## src/rtl/bus_copy_master_if.sv

```systemverilog
// Requester-side register-file bus: request/grant, address, write data/enable, combinational read data.
interface bus_copy_master_if #(
  parameter int ADDR_W = 16,
  parameter int DATA_W = 64
);
  logic              M_req;
  logic              M_grant;
  logic [ADDR_W-1:0] M_addr;
  logic [DATA_W-1:0] M_wdata;
  logic              M_we;
  logic [DATA_W-1:0] M_rdata;

  modport master (
    output M_req, M_addr, M_wdata, M_we,
    input  M_grant, M_rdata
  );

  modport slave (
    input  M_req, M_addr, M_wdata, M_we,
    output M_grant, M_rdata
  );
endinterface

```

## src/rtl/bus_copy_master.sv

```systemverilog
// Block copy initiator: one read then one write per word, 2 cycles/word with grant held, void cycles retried via REQ.
// Optional address-window abort enabled by defining BUS_COPY_WINDOW_CHECK_EN.
module bus_copy_master #(
  parameter int          ADDR_W   = 16,
  parameter int          DATA_W   = 64,
  parameter int          LEN_W    = 8,
  parameter int unsigned WIN_BASE = 32'h0000_0100,
  parameter int unsigned WIN_SIZE = 256
) (
  input  logic               clk,
  input  logic               reset_n,
  input  logic               start,
  input  logic [ADDR_W-1:0]  src_addr,
  input  logic [ADDR_W-1:0]  dst_addr,
  input  logic [LEN_W-1:0]   len,
  output logic               busy,
  output logic               done,
  output logic               err,
  bus_copy_master_if.master  m
);

`ifdef BUS_COPY_WINDOW_CHECK_EN
  localparam bit WIN_CHECK = 1'b1;
`else
  localparam bit WIN_CHECK = 1'b0;
`endif

  typedef enum logic [2:0] {
    S_IDLE,
    S_REQ,
    S_RD,
    S_WR,
    S_DONE
  } state_t;

  state_t              r_state;
  state_t              r_resume;
  logic [ADDR_W-1:0]   r_src;
  logic [ADDR_W-1:0]   r_dst;
  logic [LEN_W-1:0]    r_len;
  logic [LEN_W-1:0]    r_idx;
  logic [DATA_W-1:0]   r_buf;
  logic                r_err;

  state_t              w_state_nxt;
  state_t              w_resume_nxt;
  logic                w_resume_ld;
  logic                w_latch;
  logic                w_clr_err;
  logic                w_set_err;
  logic                w_cap;
  logic                w_inc;
  logic [ADDR_W-1:0]   w_rd_addr;
  logic [ADDR_W-1:0]   w_wr_addr;
  logic [ADDR_W-1:0]   w_cur_addr;
  logic [31:0]         w_addr32;
  logic                w_in_win;
  logic                w_xfer_st;
  logic                w_access;
  logic                w_last;

  // Address sums wrap naturally at ADDR_W bits.
  assign w_rd_addr  = r_src + ADDR_W'(r_idx);
  assign w_wr_addr  = r_dst + ADDR_W'(r_idx);
  assign w_cur_addr = (r_state == S_WR) ? w_wr_addr : w_rd_addr;
  assign w_addr32   = 32'(w_cur_addr);
  assign w_in_win   = !WIN_CHECK ||
                      ((w_addr32 >= WIN_BASE) && (w_addr32 < (WIN_BASE + WIN_SIZE)));
  assign w_xfer_st  = (r_state == S_RD) || (r_state == S_WR);
  assign w_access   = w_xfer_st && m.M_grant && w_in_win;
  assign w_last     = (r_idx == (r_len - 1'b1));

  assign m.M_req   = (r_state == S_REQ) || w_xfer_st;
  assign m.M_addr  = w_access ? w_cur_addr : '0;
  assign m.M_we    = w_access && (r_state == S_WR);
  assign m.M_wdata = (w_access && (r_state == S_WR)) ? r_buf : '0;

  assign busy = (r_state != S_IDLE);
  assign done = (r_state == S_DONE);
  assign err  = r_err;

  always_comb begin
    w_state_nxt  = r_state;
    w_resume_nxt = r_resume;
    w_resume_ld  = 1'b0;
    w_latch      = 1'b0;
    w_clr_err    = 1'b0;
    w_set_err    = 1'b0;
    w_cap        = 1'b0;
    w_inc        = 1'b0;
    unique case (r_state)
      S_IDLE: begin
        if (start) begin
          w_clr_err = 1'b1;
          if (len != '0) begin
            w_latch      = 1'b1;
            w_resume_ld  = 1'b1;
            w_resume_nxt = S_RD;
            w_state_nxt  = S_REQ;
          end else begin
            w_state_nxt = S_DONE;
          end
        end
      end
      S_REQ: begin
        if (m.M_grant) w_state_nxt = r_resume;
      end
      S_RD: begin
        if (!w_in_win) begin
          w_set_err   = 1'b1;
          w_state_nxt = S_DONE;
        end else if (m.M_grant) begin
          w_cap       = 1'b1;
          w_state_nxt = S_WR;
        end else begin
          w_resume_ld  = 1'b1;
          w_resume_nxt = S_RD;
          w_state_nxt  = S_REQ;
        end
      end
      S_WR: begin
        if (!w_in_win) begin
          w_set_err   = 1'b1;
          w_state_nxt = S_DONE;
        end else if (m.M_grant) begin
          if (w_last) begin
            w_state_nxt = S_DONE;
          end else begin
            w_inc       = 1'b1;
            w_state_nxt = S_RD;
          end
        end else begin
          // Lost grant: buf and idx hold, so the same write is reissued.
          w_resume_ld  = 1'b1;
          w_resume_nxt = S_WR;
          w_state_nxt  = S_REQ;
        end
      end
      S_DONE: w_state_nxt = S_IDLE;
      default: w_state_nxt = S_IDLE;
    endcase
  end

  always_ff @(posedge clk or negedge reset_n) begin
    if (!reset_n) begin
      r_state  <= S_IDLE;
      r_resume <= S_RD;
      r_src    <= '0;
      r_dst    <= '0;
      r_len    <= '0;
      r_idx    <= '0;
      r_buf    <= '0;
      r_err    <= 1'b0;
    end else begin
      r_state <= w_state_nxt;
      if (w_resume_ld) r_resume <= w_resume_nxt;
      if (w_latch) begin
        r_src <= src_addr;
        r_dst <= dst_addr;
        r_len <= len;
        r_idx <= '0;
      end else if (w_inc) begin
        r_idx <= r_idx + 1'b1;
      end
      if (w_cap) r_buf <= m.M_rdata;
      if (w_set_err) begin
        r_err <= 1'b1;
      end else if (w_clr_err) begin
        r_err <= 1'b0;
      end
    end
  end

endmodule

```

## src/flat_wrapper.sv

```systemverilog
// flat-port wrapper written by rule: the top's interface ports become plain ports
module bus_copy_master_flat 
#(
  parameter int          ADDR_W   = 16,
  parameter int          DATA_W   = 64,
  parameter int          LEN_W    = 8,
  parameter int unsigned WIN_BASE = 32'h0000_0100,
  parameter int unsigned WIN_SIZE = 256
)
  (clk, reset_n, start, src_addr, dst_addr, len, busy, done, err, m_M_req, m_M_addr, m_M_wdata, m_M_we, m_M_grant, m_M_rdata);
  bus_copy_master_if #(.ADDR_W(ADDR_W), .DATA_W(DATA_W)) m_i ();
  input  logic clk;
  input  logic reset_n;
  input  logic start;
  input  logic [ADDR_W-1:0] src_addr;
  input  logic [ADDR_W-1:0] dst_addr;
  input  logic [LEN_W-1:0] len;
  output logic busy;
  output logic done;
  output logic err;
  output wire logic [$bits(m_i.M_req)-1:0] m_M_req;
  output wire logic [$bits(m_i.M_addr)-1:0] m_M_addr;
  output wire logic [$bits(m_i.M_wdata)-1:0] m_M_wdata;
  output wire logic [$bits(m_i.M_we)-1:0] m_M_we;
  input wire logic [$bits(m_i.M_grant)-1:0] m_M_grant;
  input wire logic [$bits(m_i.M_rdata)-1:0] m_M_rdata;
  assign m_M_req = m_i.M_req;
  assign m_M_addr = m_i.M_addr;
  assign m_M_wdata = m_i.M_wdata;
  assign m_M_we = m_i.M_we;
  assign m_i.M_grant = m_M_grant;
  assign m_i.M_rdata = m_M_rdata;
  bus_copy_master #(.ADDR_W(ADDR_W), .DATA_W(DATA_W), .LEN_W(LEN_W), .WIN_BASE(WIN_BASE), .WIN_SIZE(WIN_SIZE)) u_core (.clk(clk), .reset_n(reset_n), .start(start), .src_addr(src_addr), .dst_addr(dst_addr), .len(len), .busy(busy), .done(done), .err(err), .m(m_i));
endmodule
```

## config.mk

```make
export PLATFORM = sky130hd
export DESIGN_NAME = bus_copy_master_flat
export DESIGN_NICKNAME = d
export VERILOG_FILES = /design/src/rtl/bus_copy_master_if.sv /design/src/rtl/bus_copy_master.sv /design/src/flat_wrapper.sv
export SDC_FILE = /design/constraint.sdc
export NUM_CORES = 1
export LEC_CHECK = 0
export CORE_MARGIN = 10
export CORE_UTILIZATION = 45
export DETAILED_ROUTE_END_ITERATION = 6
export PLACE_DENSITY = 0.78
export SYNTH_ARGS = -nofsm -noshare
export SYNTH_HDL_FRONTEND = slang
export SYNTH_SLANG_ARGS = --single-unit
```

## constraint.sdc

```tcl
create_clock -name clk -period 4.6 [get_ports clk]
set_clock_uncertainty 0.2 [all_clocks]
set_input_delay 0.69 -clock clk [delete_from_list [all_inputs] [get_ports clk]]
set_output_delay 0.69 -clock clk [all_outputs]
set_load 0.01 [all_outputs]
```

# ---- Word level (Yosys, flattened, before mapping)
# Index checks and enable logic that the tools add are counted.
dict set report classes {
  add_sub_neg 4
  n_reduce_logical 12
  mux 27
  n_eq_ne 10
}
# op count
set op_table {}
lappend op_table {{64-bit 2-to-1 mux} 1}
lappend op_table {{16-bit by 8-bit adder with 16-bit output} 2}
lappend op_table {{16-bit 2-to-1 mux} 2}
lappend op_table {{3-bit 2-to-1 mux} 9}
lappend op_table {{8-bit 2-to-1 mux} 2}
lappend op_table {{3-bit case mux with 4 select lines} 1}
lappend op_table {{1-bit 2-to-1 mux} 9}
lappend op_table {{3-bit case mux with 3 select lines} 1}
lappend op_table {{8-bit by 1-bit adder with 8-bit output (second input constant)} 1}
lappend op_table {{8-bit == test} 1}
lappend op_table {{2-bit != test (second input constant)} 4}
lappend op_table {{8-bit nonzero test} 1}
lappend op_table {{8-bit by 1-bit subtractor with 8-bit output (second input constant)} 1}
lappend op_table {{3-bit by 2-bit == test with 1-bit output (second input constant)} 2}
lappend op_table {{6-bit AND reduction} 1}
lappend op_table {{3-bit nonzero test} 2}
lappend op_table {{3-bit by 1-bit == test with 1-bit output (second input constant)} 1}
lappend op_table {{3-bit == test (second input constant)} 1}
lappend op_table {{3-bit logical NOT} 1}
lappend op_table {{1-bit logical AND} 2}
lappend op_table {{1-bit logical OR} 2}
lappend op_table {{2-bit 2-to-1 mux} 1}
lappend op_table {{2-bit by 1-bit != test with 1-bit output (second input constant)} 1}
lappend op_table {{1-bit case mux with 2 select lines} 1}
lappend op_table {{other kinds (3)} 3}
dict set report totals {
  word_cells 60
  in_bits 108
  reg_bits 118
  output_inout_bits 85
}

# ---- Logic depth before layout (Yosys ltp)
dict set report logic_depth {
  depth_word 7
  depth_mapped 14
  ltp_nobuf 11
}

# ---- Least setup slack after synthesis
# No wires, ideal clock.
dict set report synth_timing {
  path_type {reg-to-output}
  start {reg u_core.r_state[2]}
  end {out m_M_addr[15]}
  t_required_ns 3.710
  path_buffers 3
  arrival_time_ns 3.067
  path_slack_ns 0.643
  stages_incl_launch_ff 13
  path_cell_list {dfrtp_1 buf_2 nand3b_1 buf_2 buf_2 mux2_2 ha_1 a21o_1 a21oi_1 a21oi_1 o21ai_0 nor3_1 nor3_1}
}
dict set report synth_via {
  elab_chain_cells 4
  word_cells_on_any_way 6
  classes_between {eq/ne (2); mux (2); reduce/logical (2)}
}
# element line_no
set synth_rtl {}
lappend synth_rtl {{start, declared} bus_copy_master.sv:36} ;# state_t r_state;
lappend synth_rtl {{start signal, assigned} bus_copy_master.sv:155} ;# r_state <= w_state_nxt;
lappend synth_rtl {{3-bit by 2-bit == test with 1-bit output, on equally long branches} {bus_copy_master.sv:69, bus_copy_master.sv:65}}
lappend synth_rtl {{1-bit logical OR} bus_copy_master.sv:69} ;# assign w_xfer_st = (r_state == S_RD) || (r_state == S_WR);
lappend synth_rtl {{1-bit logical AND} bus_copy_master.sv:70} ;# assign w_access = w_xfer_st && m.M_grant && w_in_win;
lappend synth_rtl {{16-bit 2-to-1 mux (*)} bus_copy_master.sv:74} ;# assign m.M_addr = w_access ? w_cur_addr : '0;
lappend synth_rtl {{end, declared} flat_wrapper.sv:22} ;# output wire logic [$bits(m_i.M_addr)-1:0] m_M_addr;
# Mark *: on every way between the ends. The rest lies on a longest branch, timed or not.

# ---- Final worst setup path
dict set report layout_timing {
  start {reg u_core.r_state[2]}
  end {out m_M_addr[13]}
}
# The elaborated chain is that of the path after synthesis.

==> impl.org <==
** Worst setup path
- The setup check on the worst reg-to-reg path leaves a slack of 1.70 ns.
- CP Class :: flip-flop to output port
- Worst r2r dst :: u_core.r_buf[59]
- Worst R2R Start :: u_core.r_state[2]
- STA puts the critical path data required time at 3.71 ns.
- For the worst setup path, the data arrival time is 3.48 ns.
- The worst setup path is launched from a flip-flop.
- R2R cell count :: 5
- The worst setup path is captured at an output port.
- Biggest fanout along the worst timing path :: 6

** Power and ir drop
- LEAKAGE :: 0.004024 uW
- Internal power summed over all cells :: 3535 uW
- Power comes to 5167 uW.
- Logic pwr share :: 34.8%
- In this run the power spent charging and discharging nets is 1632 uW.
- IR Drop Worst-Case VDD :: 0.4071 mV
- The share of total power dissipated in sequential elements is 35.7%.
- Net switching is 31.58% of the power.
- The clock network is responsible for 29.5% of the overall power.
- Power Dens Cells :: 587.3 nW/um^2

** Logic synthesis
- Post-synth design cell area :: 6058 um^2
- The most used flip-flop cell after synthesis is dfrtp_1.
- Post-Synth Adder-Cell Area :: 2.396%
- Each instance of the synthesized netlist takes up on average 10.43 um^2.
- Part of the Yosys area used for sequential elements :: 47.91%
- Measured against the total synthesized area, the mux share comes to 17.20%.
- The cell count after synthesis came out at 581.
- The synthesized netlist contains 52 unique library cells.
- By area the synthesized netlist is led by dfrtp_1 48%, mux2_2 15%, nand2_1 6.9%.
- After synthesis the netlist holds a flip-flop and latch count of 116.
- After Yosys synthesis, and, or, nand and nor cells account for 21.33% of the synthesized area.
- During synthesis, Yosys emitted a total of 0 warnings.
- XOR/XNOR share of the synthesized area :: 2.169%
- Number of enable-type register cells in the synthesized netlist :: 0
- Area share of the leading cell type in the synthesized netlist :: 47.91%
- The synthesized netlist devotes 5.328% of its cell area to compound gates.
- Asr flop ratio synth :: 100.0%
- Most area-hungry cell type in the Yosys netlist :: dfrtp_1
- Combinational family with the most area after synthesis :: simple AND/OR/NAND/NOR gates
- Post-Synthesis Net Count :: 700

** Clocking
- The cell sitting at the root of the clock tree is a clkbuf_16.
- TritonCTS built the clock tree.
- Number of CTS-inserted buffers :: 17
- Maximum level of the CTS H-tree :: 4
- CTS Buffer Depth :: 2
- Insertion delay to the later sink of the worst-skew pair :: 0.40 ns
- Clock transition at the registers of the reported paths :: 0.05 ns
- The number of hold buffers added after CTS was 0.
- Clock tree synthesis found a total of 116 sinks.

** Timing
- Sum of negative setup slack :: 0 ns
- After layout, the worst setup slack is 0.2347 ns.
- Worst relative slew slack :: 29.86%
- Timing would allow up to 0.2291 GHz.
- Total count of hold-check failures in the final report :: 0
- At the pin with the least slew margin, the transition time is 1.052 ns.
- Of the available clock period, the critical path in the final layout requires 94.90%.
- Hold is met by 0.2673 ns.
- Setup repair after global routing left no endpoint under its margin.
- Count of endpoints failing setup in the final report :: 0
- The max-slew violation total from the final report is 0.
- The clock period could shrink to 4.365 ns.

** Global routing
- Global routing used 19.57% of the available tracks across all layers.
- Global routing finished with a remaining overflow of 0.
- First-pass GRT wire length :: 28810 um
- Maximum number of pins on one net before global-route repair :: 84
- The initial antenna violation count was 0.
- The via count of the first global-routing pass was 5459.

** Layout
- At the end of the flow, the number of nets in the layout was 883.
- The repair_antennas step left the layout with diodes totalling 0.
- Leaving out fill and tap cells, the most frequent cell in the layout is clkdlybuf4s50_1.
- From synthesis to final layout, the design area changed by 45.21%.
- At the end of the flow the core is filled with cells to 66.70%.
- Leaving out fill and tap cells, the most frequent cells in the layout are 187 x clkdlybuf4s50_1, 115 x dfrtp_1, 112 x nand2_1.
- Fraction of final layout cells sized beyond drive strength 1 :: 18.79%

** Floorplan
- Die Y-Extent :: 136.0 um
- The die covers 18500 um^2.
- Core Rows :: 42
- Area of the core region :: 13190 um^2
- I/O Pins :: 193
- Die outline width :: 136.0 um
- Initial core utilization :: 45.93%

** Route
- The first detailed-routing pass ran for 4 iterations.
- The routed design has 17980 um of wire.
- In the routed design, unresolved DRC markers number 0.
- Summing over every cut layer, the via total after detailed routing is 5036.
- Remaining antenna violation count after routing :: 0
- In the routed layout, each cell is associated on average with a via count of 5.284.
- Wire length per cell :: 18.86 um
- After the first detailed-routing iteration, the DRC count stood at 261.

** Worst hold path
- The worst hold path belongs to the class primary input to async pin.

** Flow run
- Max-Cap Viols :: 0

** Place
- Routability cong. :: 0.9564
- DP HPWL :: 12930 um
- During placement, the flow inserted port buffers numbering 191.
- OpenSTA, run right after detailed placement, puts the worst setup slack at 0.2365 ns.

** Outcome
- Status :: finished, final reports clean
## kinds of logic (layout without fill, tap and decap cells)
group | after synthesis | after routing
AOI/OAI and AO/OA | 50 | 50
xor gates and xnor gates | 15 | 15
adders and majority gates | 11 | 11
buffers and inverters | 46 | 242
DFF | 116 | 116
muxes | 94 | 94
other | 1 | 1
and+or+nand+nor | 248 | 248
## registers in the layout, summed over array words and instances (netlist names)
signal and cells:
u_core.r_buf 64, u_core.r_idx 8, u_core.r_resume 1, u_core.r_src 16, u_core.r_dst 16, u_core.r_state 3, u_core.r_len 8
## worst max-delay path by stage
stage,startpoint,to,slack (ns),depth (start not counted)
2_1_floorplan,u_core.r_state[2],m_M_addr[15],0.64,12
3_3_place_gp,u_core.r_state[2],m_M_addr[13],0.35,10
3_5_place_dp,u_core.r_state[2],m_M_addr[13],0.24,10
4_1_cts,u_core.r_state[2],m_M_addr[10],0.13,14
5_1_grt,u_core.r_state[2],m_M_addr[6],0.05,13
6_report,u_core.r_state[2],m_M_addr[13],0.23,11
## synthesized netlist by cell type, types with 4 or more instances
cell type    n
buf_2       15
o21ai_0      9
inv_1        7
nand2_1    112
o21a_1       4
a21oi_1     15
o31ai_1      5
ha_1        10
and3_1      65
xor2_1       6
dfrtp_1    116
clkbuf_1    19
mux2i_1     13
xnor2_1      9
nor4_1       4
a21o_1       4
nor3_1      11
nand4_1      6
nor2_1      12
nand3_1      5
mux2_2      81
nor2b_1      5
## critical path, stage by stage, from the launching register on
cell	delay [ns]
dfrtp_1	0.38
nand3b_1	0.16
buf_4	0.18
buf_4	0.15
mux2_2	0.28
ha_1	0.34
nand4_1	0.16
a21oi_2	0.25
o21ai_2	0.12
o31a_1	0.32
nor3_1	0.16
clkdlybuf4s50_1	0.58
## repair_timing
| action | in CTS | in global routing |
|---|---|---|
| gates resized for setup | 1 | 7 |
| buffers inserted | 2 | 0 |
| setup endpoints to repair | 8 | 5 |
## routing by layer
| layer | track usage, % | up-vias | wire [um] |
|---|---|---|---|
| met4 | 6.509 | 0 | 229 |
| met1 | 22.08 | 2440 | 7055 |
| met5 | 0 | - | 0 |
| met2 | 31.43 | 189 | 8574 |
| li1 | - | 2391 | - |
| met3 | 10.04 | 16 | 2116 |
## stage by stage
step / cells / area (um^2)
final: 953 / 8797
after global routing: 953 / 8797
after CTS: 953 / 8778
after detailed placement: 919 / 8073
after global placement: 919 / 8073
after floorplan: 581 / 6058
## cell type report
class	instances	area, um^2
fill	1004	4393
multi-input combinational	419	2953
clock buffer	20	466.7
sequential	116	2904
timing repair buffer	202	1999
clock inverter	12	224.0
inverter	8	30.03
tap	176	220.2
## power by group through the flow
stage | Combinational, uW | Clock [uW] | Sequential [uW]
detailed placement | 1790 | 0 | 1850
global placement | 1710 | 0 | 1820
CTS | 1810 | 1550 | 1850
finish | 1800 | 1530 | 1850
global route | 1990 | 1600 | 1910
floorplan | 1210 | 0 | 1730
No activity file was read; power rests on OpenSTA's default activity.
